<file path="src/rtl/mul_div_unit.sv">
// mul_div_unit: iterative 32-bit unsigned multu/divu unit driving HI/LO through one shared adder
module Adder_cout (
    input  logic [31:0] A,
    input  logic [31:0] B,
    input  logic        sub,
    output logic [31:0] add_result,
    output logic        cout
);
    logic [31:0] w_b;
    logic [31:0] w_g;
    logic [31:0] w_p;
    logic [32:0] w_c;
    logic [8:0]  w_cg;
    // Nibble-level carry lookahead; in subtract mode cout reports a borrow
    always_comb begin
        w_b = B ^ {32{sub}};
        w_g = A & w_b;
        w_p = A ^ w_b;
        w_cg[0] = sub;
        for (int k = 0; k < 8; k++) begin
            w_cg[k+1] = w_g[4*k+3] | (w_p[4*k+3] & w_g[4*k+2]) | (&w_p[4*k+2 +: 2] & w_g[4*k+1])
                      | (&w_p[4*k+1 +: 3] & w_g[4*k]) | (&w_p[4*k +: 4] & w_cg[k]);
        end
        w_c[0] = sub;
        for (int i = 0; i < 32; i++) begin
            w_c[i+1] = (i % 4 == 3) ? w_cg[i/4+1] : (w_g[i] | (w_p[i] & w_c[i]));
        end
        add_result = w_p ^ w_c[31:0];
        cout = w_c[32] ^ sub;
    end
endmodule

module mul_div_unit #(
    parameter int WIDTH = 32
) (
    input  logic             clk,
    input  logic             rst,
    input  logic             start,
    input  logic             op,
    input  logic [WIDTH-1:0] inA,
    input  logic [WIDTH-1:0] inB,
    input  logic             hi_we,
    input  logic             lo_we,
    input  logic [WIDTH-1:0] wdata,
    output logic             busy,
    output logic             done,
    output logic [WIDTH-1:0] hi,
    output logic [WIDTH-1:0] lo
);
    typedef enum logic [1:0] {IDLE, MUL, DIV, DONE} state_t;
    state_t      r_state;
    logic [4:0]  r_cnt;
    logic [31:0] r_acc;
    logic [31:0] r_q;
    logic [31:0] r_m;
    logic [31:0] r_hi;
    logic [31:0] r_lo;
    logic        r_busy;
    logic        r_done;
    logic        w_div;
    logic [31:0] w_a;
    logic [31:0] w_sum;
    logic        w_cout;
    logic        w_ok;
    logic [32:0] w_ms;
    logic [31:0] w_acc_n;
    logic [31:0] w_q_n;

    Adder_cout u_add (.A(w_a), .B(r_m), .sub(w_div), .add_result(w_sum), .cout(w_cout));

    // One iteration step: shift-add for multiply, restoring subtract for divide
    always_comb begin
        w_div = r_state == DIV;
        w_a = w_div ? {r_acc[30:0], r_q[31]} : r_acc;
        w_ok = r_acc[31] | ~w_cout;
        w_ms = r_q[0] ? {w_cout, w_sum} : {1'b0, r_acc};
        w_acc_n = w_div ? (w_ok ? w_sum : w_a) : w_ms[32:1];
        w_q_n = w_div ? {r_q[30:0], w_ok} : {w_ms[0], r_q[31:1]};
    end

    // Control FSM; HI/LO only move on a direct write while idle or on the final iteration
    always_ff @(posedge clk) begin
        if (rst) begin
            r_state <= IDLE;
            r_cnt   <= '0;
            r_acc   <= '0;
            r_q     <= '0;
            r_m     <= '0;
            r_hi    <= '0;
            r_lo    <= '0;
            r_busy  <= 1'b0;
            r_done  <= 1'b0;
        end else if (r_state == IDLE || r_state == DONE) begin
            if (hi_we) r_hi <= wdata;
            if (lo_we) r_lo <= wdata;
            r_done <= 1'b0;
            r_busy <= start;
            r_state <= start ? (op ? DIV : MUL) : IDLE;
            if (start) begin
                r_cnt <= '0;
                r_acc <= '0;
                r_q   <= op ? inA : inB;
                r_m   <= op ? inB : inA;
            end
        end else begin
            r_acc <= w_acc_n;
            r_q   <= w_q_n;
            r_cnt <= r_cnt + 5'd1;
            if (r_cnt == 5'd31) begin
                r_state <= DONE;
                r_busy  <= 1'b0;
                r_done  <= 1'b1;
                r_hi    <= w_acc_n;
                r_lo    <= w_q_n;
            end
        end
    end

    assign busy = r_busy;
    assign done = r_done;
    assign hi   = r_hi;
    assign lo   = r_lo;
endmodule
</file>
<file path="config.mk">
export PLATFORM = sky130hd
export DESIGN_NAME = mul_div_unit
export DESIGN_NICKNAME = d
export VERILOG_FILES = /design/src/rtl/mul_div_unit.sv
export SDC_FILE = /design/constraint.sdc
export NUM_CORES = 1
export LEC_CHECK = 0
export ABC_CLOCK_PERIOD_IN_PS = 6420
export BUFFER_PORTS_ARGS = -buffer_cell sky130_fd_sc_hd__buf_2
export CORE_MARGIN = 2
export CORE_UTILIZATION = 55
export CTS_CLUSTER_DIAMETER = 30
export CTS_CLUSTER_SIZE = 28
export DETAILED_ROUTE_END_ITERATION = 12
export PLACE_DENSITY = 0.82
export SYNTH_ARGS = -nofsm -noshare
export SYNTH_HDL_FRONTEND = slang
export SYNTH_SLANG_ARGS = --single-unit
</file>
<file path="constraint.sdc">
create_clock -name clk -period 6.42 [get_ports clk]
set_input_delay 0.642 -clock clk [delete_from_list [all_inputs] [get_ports clk]]
set_output_delay 0.642 -clock clk [all_outputs]
set_load 0.02 [all_outputs]
</file>
Word level (Yosys, flattened, before mapping) --
Index checks and enable logic that the tools add are counted.
Storage, ports and cells: bits in registers 169, latch bits 0, bits in writable memories 0, ROM bits 0, input bits 102, logic and storage cells 191, memories 0
Cells by class: add/subtract/negate cells 1, multipliers 0, div/mod/pow operators 0, $lt $le $gt $ge 0, equality and inequality tests 6, shift operators 0, mux-type cells 25, bitwise gates (word level) 119, reductions and logical operators 31
Operator list (number):
- $mux W32 | 16
- $xor A32 B32 Y32 | 3
- $or A1 B1 Y1 | 57
- $and A1 B1 Y1 | 56
- $mux W33 | 1
- $and A32 B32 Y32 | 1
- $reduce_and A4 Y1 | 8
- $reduce_and A3 Y1 | 8
- $reduce_and A2 Y1 | 11
- $mux W5 | 2
- $mux W2 | 4
- $ne A2 B2 Y1 const B | 3
- $add A5 B1 Y5 const B | 1
- $eq A5 B5 Y1 const B | 1
- $eq A2 B2 Y1 const B | 2
- $logic_not A2 Y1 | 1
- $mux W1 | 2
- $reduce_bool A2 Y1 | 1
- $reduce_or A2 Y1 | 1
- $logic_or A1 B1 Y1 | 1
- $not A1 Y1 | 1
- $xor A1 B1 Y1 | 1

Longest topological paths before layout --
Gate-level depths: netlist of run 1.
depth in word-level cells 31, mapped depth 26, mapped depth without buffers 23

Modules after synthesis --
A second synthesis of run 1 with hierarchy kept.
Second synthesis, totals: cells, all modules 1258, area total of the unflattened synthesis 10810.4 µm²
Modules (own cells, without submodules):
- mul_div_unit | instances 1, cells an instance 1021, area each 8848.5 µm², sequential area each 3383.2 µm²
- Adder_cout | instances 1, cells an instance 237, area each 1961.9 µm², sequential area each 0.0 µm²

Least setup slack after synthesis of run 1 --
OpenSTA, ideal clock, no wires.
path kind register -> register, start point register r_state[0], end point register r_hi[30] (netlist: hi[30]), library setup time 0.096 ns, arrival 4.957 ns, setup slack 1.367 ns, stages on the path, launching flop included 27, period minus slack after synthesis 5.053 ns, cells stage by stage dfxtp_1 > inv_1 > ha_1 > clkbuf_1 > buf_2 > buf_2 > buf_2 > xor2_1 > ha_1 > nand2_1 > nor2_1 > o311ai_4 > nand3b_4 > nor2_1 > o21ba_2 > o21ai_0 > fa_1 > inv_1 > fa_1 > fa_1 > xnor2_1 > mux2i_1 > nor2_1 > nor2_1 > o41ai_1 > a21oi_1 > o41ai_2
Between the ends: cells in the longest elaborated chain, start to end 31, elaborated cells between the ends (all ways) 114, those cells by class eq/ne (3); mux (6); bitwise (77); reduce/logical (28)
Ends and longest elaborated chain:
- from (decl) | line 51 | state_t r_state;
- from (signal assigned) | line 98 | r_state <= start ? (op ? DIV : MUL) : IDLE;
- $eq A2 B2 Y1 | line 73 | w_div = r_state == DIV;
- $mux W32 / $xor A32 B32 Y32 (equally long branches) | line 74, 16
- $xor A32 B32 Y32 / $and A32 B32 Y32 (equally long branches) | line 18, 17
- $and A1 B1 Y1 / $reduce_and A2 Y1 (equally long branches) | line 21 | w_cg[k+1] = w_g[4*k+3] | (w_p[4*k+3] & w_g[4*k+2]) | (&w_p[4*k+2 +: 2] & w_g[4*k+1])
- $or A1 B1 Y1 / $and A1 B1 Y1 (equally long branches) | line 21
- $or A1 B1 Y1 | line 21
- $or A1 B1 Y1 (2 in a row) | line 22 | | (&w_p[4*k+1 +: 3] & w_g[4*k]) | (&w_p[4*k +: 4] & w_cg[k]);
- $and A1 B1 Y1 | line 22
- [... 14 more ...]
- $or A1 B1 Y1 | line 26 | w_c[i+1] = (i % 4 == 3) ? w_cg[i/4+1] : (w_g[i] | (w_p[i] & w_c[i]));
- $and A1 B1 Y1 | line 26
- $or A1 B1 Y1 | line 26
- $xor A32 B32 Y32 | line 28 | add_result = w_p ^ w_c[31:0];
- $mux W33 | line 76 | w_ms = r_q[0] ? {w_cout, w_sum} : {1'b0, r_acc};
- $mux W32 | line 77 | w_acc_n = w_div ? (w_ok ? w_sum : w_a) : w_ms[32:1];
- $mux W32 | line 109 | if (r_cnt == 5'd31) begin
- $mux W32 | line 93 | end else if (r_state == IDLE || r_state == DONE) begin
- to (signal assigned) | line 94 | if (hi_we) r_hi <= wdata;
- to (signal assigned) | line 113 | r_hi <= w_acc_n;
- to (decl) | line 56 | logic [31:0] r_hi;
Parallel ways exist; a longest one is shown, timed or not. The select of a mux whose other input is x is not followed. A chain may end at the register's enable or synchronous reset.

Final worst setup path of run 1 --
Ends and elaborated chain as after synthesis.

==> metrics.txt, run 1 <==
Hold WS=481 ps; DRT Wirelength=34000 µm; CP Cell Sequence=inv_1 > ha_4 > mux2_2 > ha_1 > nand2_1 > nor2_1 > o311ai_4 > nand3b_4 > nor2_1 > o21ba_2 > o21ai_0 > fa_1 > inv_1 > fa_1 > fa_1 > xnor2_1 > mux2i_1 > nor2_1 > nor2_1 > o41ai_1 > a21oi_1 > o41ai_2; Crit. End Element=flip-flop; Setup violations, final=0; final hold vios=0; total grt overflow=0; Internal Pwr Total=around 3.1 mW; Yosys top cell by area=dfxtp_1; Fmax=around 190 MHz; Pre-antenna DRT Iters=5; ys flop type=dfxtp_1; Adder-Cell Fraction of Synth Area=between 8 and 9%; clock sink count=169; P_leak=5.31 nW; # Max-Cap Violations=0; CP dominant cell by count=nor2_1; Yosys cell types=67; core area=19400 µm²; combinational family with the most area after synthesis=compound AO/OA/AOI/OAI gates; asr flop ratio synth=0%; vias in the first global route=9384; Net Sw Frac=47.9%; register area=between 3000 and 4000 µm²; Yosys Warn Count=0; Inserted Clock Buffers=17; CP max FO=between 50 and 60; All-Layer GR Usage=around a third; post-route ant nets=0; full die area=between 20000 and 25000 µm²; Worst-path clk slew=roughly 70 ps; Post-CTS Setup Inserts=0; clock tree buffer depth=2; pwr/cell area=about 480 nW/µm²; slowest stage delay, CP=around 700 ps; Resize count post-CTS=0; first-pass GRT wire length=51100 µm; Post-Synthesis Cells=roughly 1300; Avg WL per Cell=around 20 µm; Peak VDD IR=a little over 300 µV; fraction of layout cells with a size suffix above 1=around a fifth; post-route cell area=between 10000 and 15000 µm²; Layout fillers=1658; largest net degree at the start of global routing=100; Synth Area in Simple Gates=between 15 and 20%; synth-to-layout area growth=13.5%; worst hold path class=reg -> reg; Gate power share=between 50% and 60%; IO Count=168; Final #Nets=roughly 1600; Buf+Inv Stages, Crit Path=2; starting density of the core=between 50% and 60%; CTS Hold Bufs=0; xor and xnor fraction of the mapped netlist area=under 10%; sequential share of power=29.7%; H-tree depth=4; crit path kind=reg -> reg; total negative slack=0 ps; hpwl dp=between 20000 and 25000 µm; Post-Route Utilization=a little over three fifths; Die Width=between 100 and 150 µm; Worst Clk Skew=between 10 and 15 ps; Sw Pwr=around 2.8 mW; Cell Rows=approximately 50; status=complete, no violations; Tightest Pin Transition=roughly 1300 ps; Crit path max-delay family=adder cells; Worst setup SP type=flip-flop; Port Buf Inserts=167; initial DRC count=1196; CTS Root Cell=clkbuf_16; # DRC=0; antenna cell count=0; EDFF count, synth=0; mux share of post-synthesis cell area=10.3%; clk_lat worst skew=440 ps; period utilization=83.8%; DR vias=around 10000; Critical Path AT=about 5700 ps; Seq/Total Area, Yosys=approximately 31%; initial antenna violation count=0; GPL Wtd Cong=0.972; CTS tree=built; Synth Register Bits=~170; top-area cell type share of the netlist area=between 30 and 40%; Critical Path RT=6760 ps; Slew Viols, Final=0; crit path max-delay cell type=ha_4; Synth area leaders=dfxtp_1 (31%), mux2i_1 (8.0%), a211oi_1 (8.0%); Mapped Nets=1458; Mapped Area=about 11000 µm²; Cell Count Post-Placement=about 1600; Vias/cell=6.21; clock group share of total power=around 18%; Die Span Y=around 140 µm; Synth Area per Inst=~8.3 µm²; Multi-input gate area=slightly below 7000 µm²; RSZ-0062 raised after global routing=no; DP Area=between 10000 and 15000 µm²; Synth Area in Compound Gates=23.8%; slew margin rel.=14.5%; Final Non-Filler Cells=about 1700; final worst path period need=around 5400 ps
## synthesized netlist by cell type, types with 11 or more instances
library cell  number
mux2_2            22
a221oi_2          14
buf_1             11
o21ai_0           54
o21ai_1           35
fa_1              23
nand2b_1          12
a31oi_1           22
nand2_1           94
nor2_1           129
ha_1              36
nor2b_1           58
a21oi_1           74
xor2_1            34
inv_1             61
nor3_1            50
clkbuf_1          84
mux2i_1           87
nand3_1           11
a211oi_1         116
dfxtp_1          169
## worst register-to-register path, cell delays in order, from the launching register on
cell and delay [ps]:
dfxtp_1 310, inv_1 110, ha_4 700, mux2_2 470, ha_1 340, nand2_1 90
nor2_1 230, o311ai_4 160, nand3b_4 150, nor2_1 70, o21ba_2 210, o21ai_0 260
fa_1 220, inv_1 50, fa_1 450, fa_1 460, xnor2_1 200, mux2i_1 100
nor2_1 150, nor2_1 60, o41ai_1 90, a21oi_1 90, o41ai_2 300
## layer usage
metal | global-route usage, % | part of all wire [%] | routed length (µm)
met3 | 5.30 | 10 | 3470
met5 | 0 | 0 | 0
met1 | 45.1 | 41 | 14000
met2 | 47.7 | 44 | 14800
met4 | 16.7 | 5.0 | 1710
## sequential cells by signal, indices dropped and copies added (netlist names)
| register | cells |
|---|---|
| busy | 1 |
| done | 1 |
| hi | 32 |
| lo | 32 |
| r_acc | 32 |
| r_cnt | 5 |
| r_m | 32 |
| r_q | 32 |
| r_state | 2 |
## power by group through the flow
stage	clock network [mW]	registers, mW	logic, mW
floorplan	0	1.87	2.02
global placement	0	1.74	2.95
detailed placement	0	1.74	3.03
CTS	1.03	1.72	3.05
global route	1.07	1.77	3.37
finish	1.03	1.74	3.10
## path summary, 6_finish.rpt
check                  start  endpoint  slack (ps)  depth (start not counted)
setup reg to reg  r_state[0]    hi[30]        1040                         22
setup / recovery  r_state[0]    hi[30]        1040                         22
hold reg to reg       lo[20]    lo[20]         480                          2
hold / removal        lo[20]    lo[20]         480                          2
## layout by cell type, fill, tap and decap left out, types with 34 or more instances in the layout
cell type    n
nor3_1      50
a21oi_1     72
dfxtp_1    168
xor2_1      34
buf_2      165
nor2b_1     58
o21ai_1     35
nand2_1     94
o21ai_0     54
ha_1        35
mux2i_1     87
inv_1       61
a211oi_1   116
nor2_1     129
## through the flow
stage                     total power [mW]  setup WS (ps)
after detailed placement              4.77           1100
after floorplan                       3.89           1370
after global placement                4.68           1260
final                                 5.86           1040
after global routing                  6.21            608
after CTS                             5.80           1050
## cells by family (layout without fill, tap and decap cells)
kind of cell | after synthesis | after routing
adder cells (fa/ha/maj) | 59 | 59
buffers and inverters | 170 | 275
flip-flops | 169 | 169
AO/OA/AOI/OAI | 370 | 370
AND/OR/NAND/NOR | 380 | 380
multiplexers | 109 | 109
XOR/XNOR | 40 | 40
## layout make-up
| type | count | share of cell area (%) |
|---|---|---|
| inverter | 61 | 1.86 |
| tap | 265 | 2.70 |
| multi-input combinational | 958 | 55.4 |
| timing repair buffer | 182 | 7.76 |
| clock buffer | 17 | 3.46 |
| clock inverter | 15 | 1.26 |
| sequential | 169 | 27.6 |
No activity file was read; power rests on OpenSTA's default activity.
==> run 2, diff against run 1 <==
- ABC_AREA: unset -> 1
- ABC_CLOCK_PERIOD_IN_PS: 6420 -> 5000
- clock period: 6.42 -> 5 ns (I/O delays scaled with it)
==> run 2 against run 1 <==
Effect of this change:
- global-route usage up 0.15 points
- final area shrank 4.2%
- via count grew 6.2%
- clock-buffer cell count grew 2
- fmax increased by 18%
- power fell by 35%
- area after synthesis decreased by 4.7%
- utilization hardly changed
- largest cell class unchanged
==> metrics.txt, run 2 <==
first-pass GRT wire length=51400 µm (+0.65%); most frequent cells in the layout=nand2_1 (391), o21ai_0 (180), dfxtp_1 (169); Post-Route Utilization=63.3% (about the same); pwr/cell area=323 nW/µm² (-32%); P_leak=5.22 nW (-1.7%); CP dominant cell by count=nand2_1; Final #Nets=1771 (+14%); worst setup margin=457 ps (-581 ps); Inserted Clock Buffers=17 (unchanged); ys flop type=dfxtp_1; Mapped Nets=1678 (+15%); clock group share of total power=34.8% (+17 points); Synth Register Bits=169 (unchanged); clock tree buffer depth=2 (unchanged); Yosys top cell by area=dfxtp_1; Buf+Inv Stages, Crit Path=6 (+4); Synth area leaders=dfxtp_1 (33%), nand2_1 (14%), o21ai_0 (8.7%); Resize count post-CTS=0 (unchanged); largest net degree at the start of global routing=87 (-13%); Mapped Area=10300 µm² (-4.7%); post-route cell area=11800 µm² (-4.2%); CTS Root Cell=clkbuf_16; total grt overflow=0 (unchanged); register area=3380 µm² (about the same); most numerous cell in the Yosys netlist=nand2_1; pre-CTS WS=507 ps (-590 ps); fraction of layout cells with a size suffix above 1=14.2% (-5.4 points); status=complete, no violations; Peak VDD IR=263 µV (-15%); full die area=19900 µm² (-4.6%); Worst-path clk slew=80 ps (about the same); Post-CTS Setup Inserts=0 (unchanged); DR vias=10993 (+6.2%); Internal Pwr Total=2.49 mW (-19%); Cell Rows=50 (-2.0%); hpwl dp=22100 µm (-11%); final hold vios=0 (unchanged); Die Width=141 µm (-2.3%); crit path kind=reg -> reg; clock sink count=169 (unchanged); period utilization=90.9% (+7.0 points); Multi-input gate area=5960 µm² (-12%); Crit. End Element=flip-flop; Worst setup SP type=flip-flop; Final Non-Filler Cells=1857 (+11%); Fmax=220 MHz (+18%); Critical Path RT=5270 ps (-1490 ps); sequential share of power=40.7% (+11 points); antenna cell count=0 (unchanged); Design Power=3.80 mW (-35%); top-area cell type share of the netlist area=32.8% (+1.5 points); Yosys cell types=36 (-46%); Crit path max-delay family=adder cells; slowest stage delay, CP=460 ps (-240 ps); Slew Viols, Final=0 (unchanged); starting density of the core=55.5% (-0.29 points); # DRC=0 (unchanged); RSZ-0062 raised after global routing=no; crit path max-delay cell type=fa_1; top post-synthesis cells by count=nand2_1 (392), o21ai_0 (180), dfxtp_1 (169), a21oi_1 (153), inv_1 (149); Tightest Pin Transition=1160 ps (-119 ps); Synth Area per Inst=6.80 µm² (-19%); EDFF count, synth=0 (unchanged); H-tree depth=4 (unchanged); Setup violations, final=0 (unchanged); Gate power share=24.5% (-28 points); vias in the first global route=9854 (+5.0%); initial DRC count=1221 (+2.1%); Pre-antenna DRT Iters=5 (unchanged); DP Area=11200 µm² (-4.4%); commonest non-fill, non-tap cell in the layout=nand2_1; All-Layer GR Usage=32.3% (+0.15 points); # Max-Cap Violations=0 (unchanged); worst hold path class=in -> reg; Die Span Y=141 µm (-2.3%); Layout fillers=1601 (-3.4%); slew margin rel.=22.3% (+7.8 points); asr flop ratio synth=0% (unchanged); DRT Wirelength=32800 µm (-3.4%); clk_lat worst skew=440 ps (about the same); Post-Synthesis Cells=1517 (+17%); Hold WS=337 ps (-144 ps); CTS tree=built; CP max FO=53 (unchanged); synth-to-layout area growth=14.1%; CTS Hold Bufs=0 (unchanged); Critical Path AT=4810 ps (-910 ps); core area=18600 µm² (-4.2%); Port Buf Inserts=167 (unchanged); Yosys Warn Count=0 (unchanged); Avg WL per Cell=17.7 µm (-13%); Worst Clk Skew=11.3 ps (+1.14 ps); initial antenna violation count=0 (unchanged); IO Count=168 (unchanged); total negative slack=0 ps (unchanged); final worst path period need=4540 ps (-839 ps); post-route ant nets=0 (unchanged); Sw Pwr=1.31 mW (-53%); GPL Wtd Cong=0.943 (-3.0%); Seq/Total Area, Yosys=32.8% (+1.5 points); Cell Count Post-Placement=1825 (+12%); Net Sw Frac=34.6% (-13 points); Vias/cell=5.92 (-4.7%)
-- run 2: final cells by class --
class | count | area share, %
sequential | 169 | 28.8
clock buffer | 19 | 3.76
timing repair buffer | 186 | 8.42
clock inverter | 13 | 1.14
tap | 234 | 2.49
multi-input combinational | 1085 | 50.6
inverter | 151 | 4.82
-- run 2: worst paths after layout --
check | startpoint | endpoint | slack, ps | cells after the start
worst max-delay path | r_state[0] | r_acc[25] | 460 | 31
worst min-delay path | inA[21] | r_m[21] | 340 | 3
worst max register to register | r_state[0] | r_acc[25] | 460 | 31
worst min register to register | r_cnt[3] | r_cnt[3] | 470 | 1
-- run 2: metal layers --
metal | vias up | GRT usage [%] | share of wire, %
met5 | - | 0 | 0
met4 | 0 | 11.8 | 2.6
met3 | 80 | 4.79 | 11
met2 | 658 | 48.9 | 44
met1 | 5018 | 47.0 | 43
li1 | 5237 | - | -
-- run 2: power groups by stage --
stage	registers, mW	clock network (mW)	logic (mW)
after detailed placement	1.57	0	0.905
final	1.55	1.32	0.930
after CTS	1.54	1.32	0.913
after floorplan	1.61	0	0.571
after global placement	1.57	0	0.888
after global routing	1.56	1.38	1.02
-- run 2: kinds of logic after synthesis --
| logic type | count (synthesis) | synth area share (%) |
|---|---|---|
| AOI/OAI and AO/OA | 478 | 26.0 |
| xor gates and xnor gates | 40 | 3.40 |
| adders and majority gates | 59 | 8.83 |
| buffers and inverters | 263 | 9.77 |
| DFF | 169 | 32.8 |
| and+or+nand+nor | 508 | 19.2 |
-- run 2: worst min-delay path, cell delays in order --
cell     delay (ps)
buf_2           110
nand2_1          60
a31oi_1          60
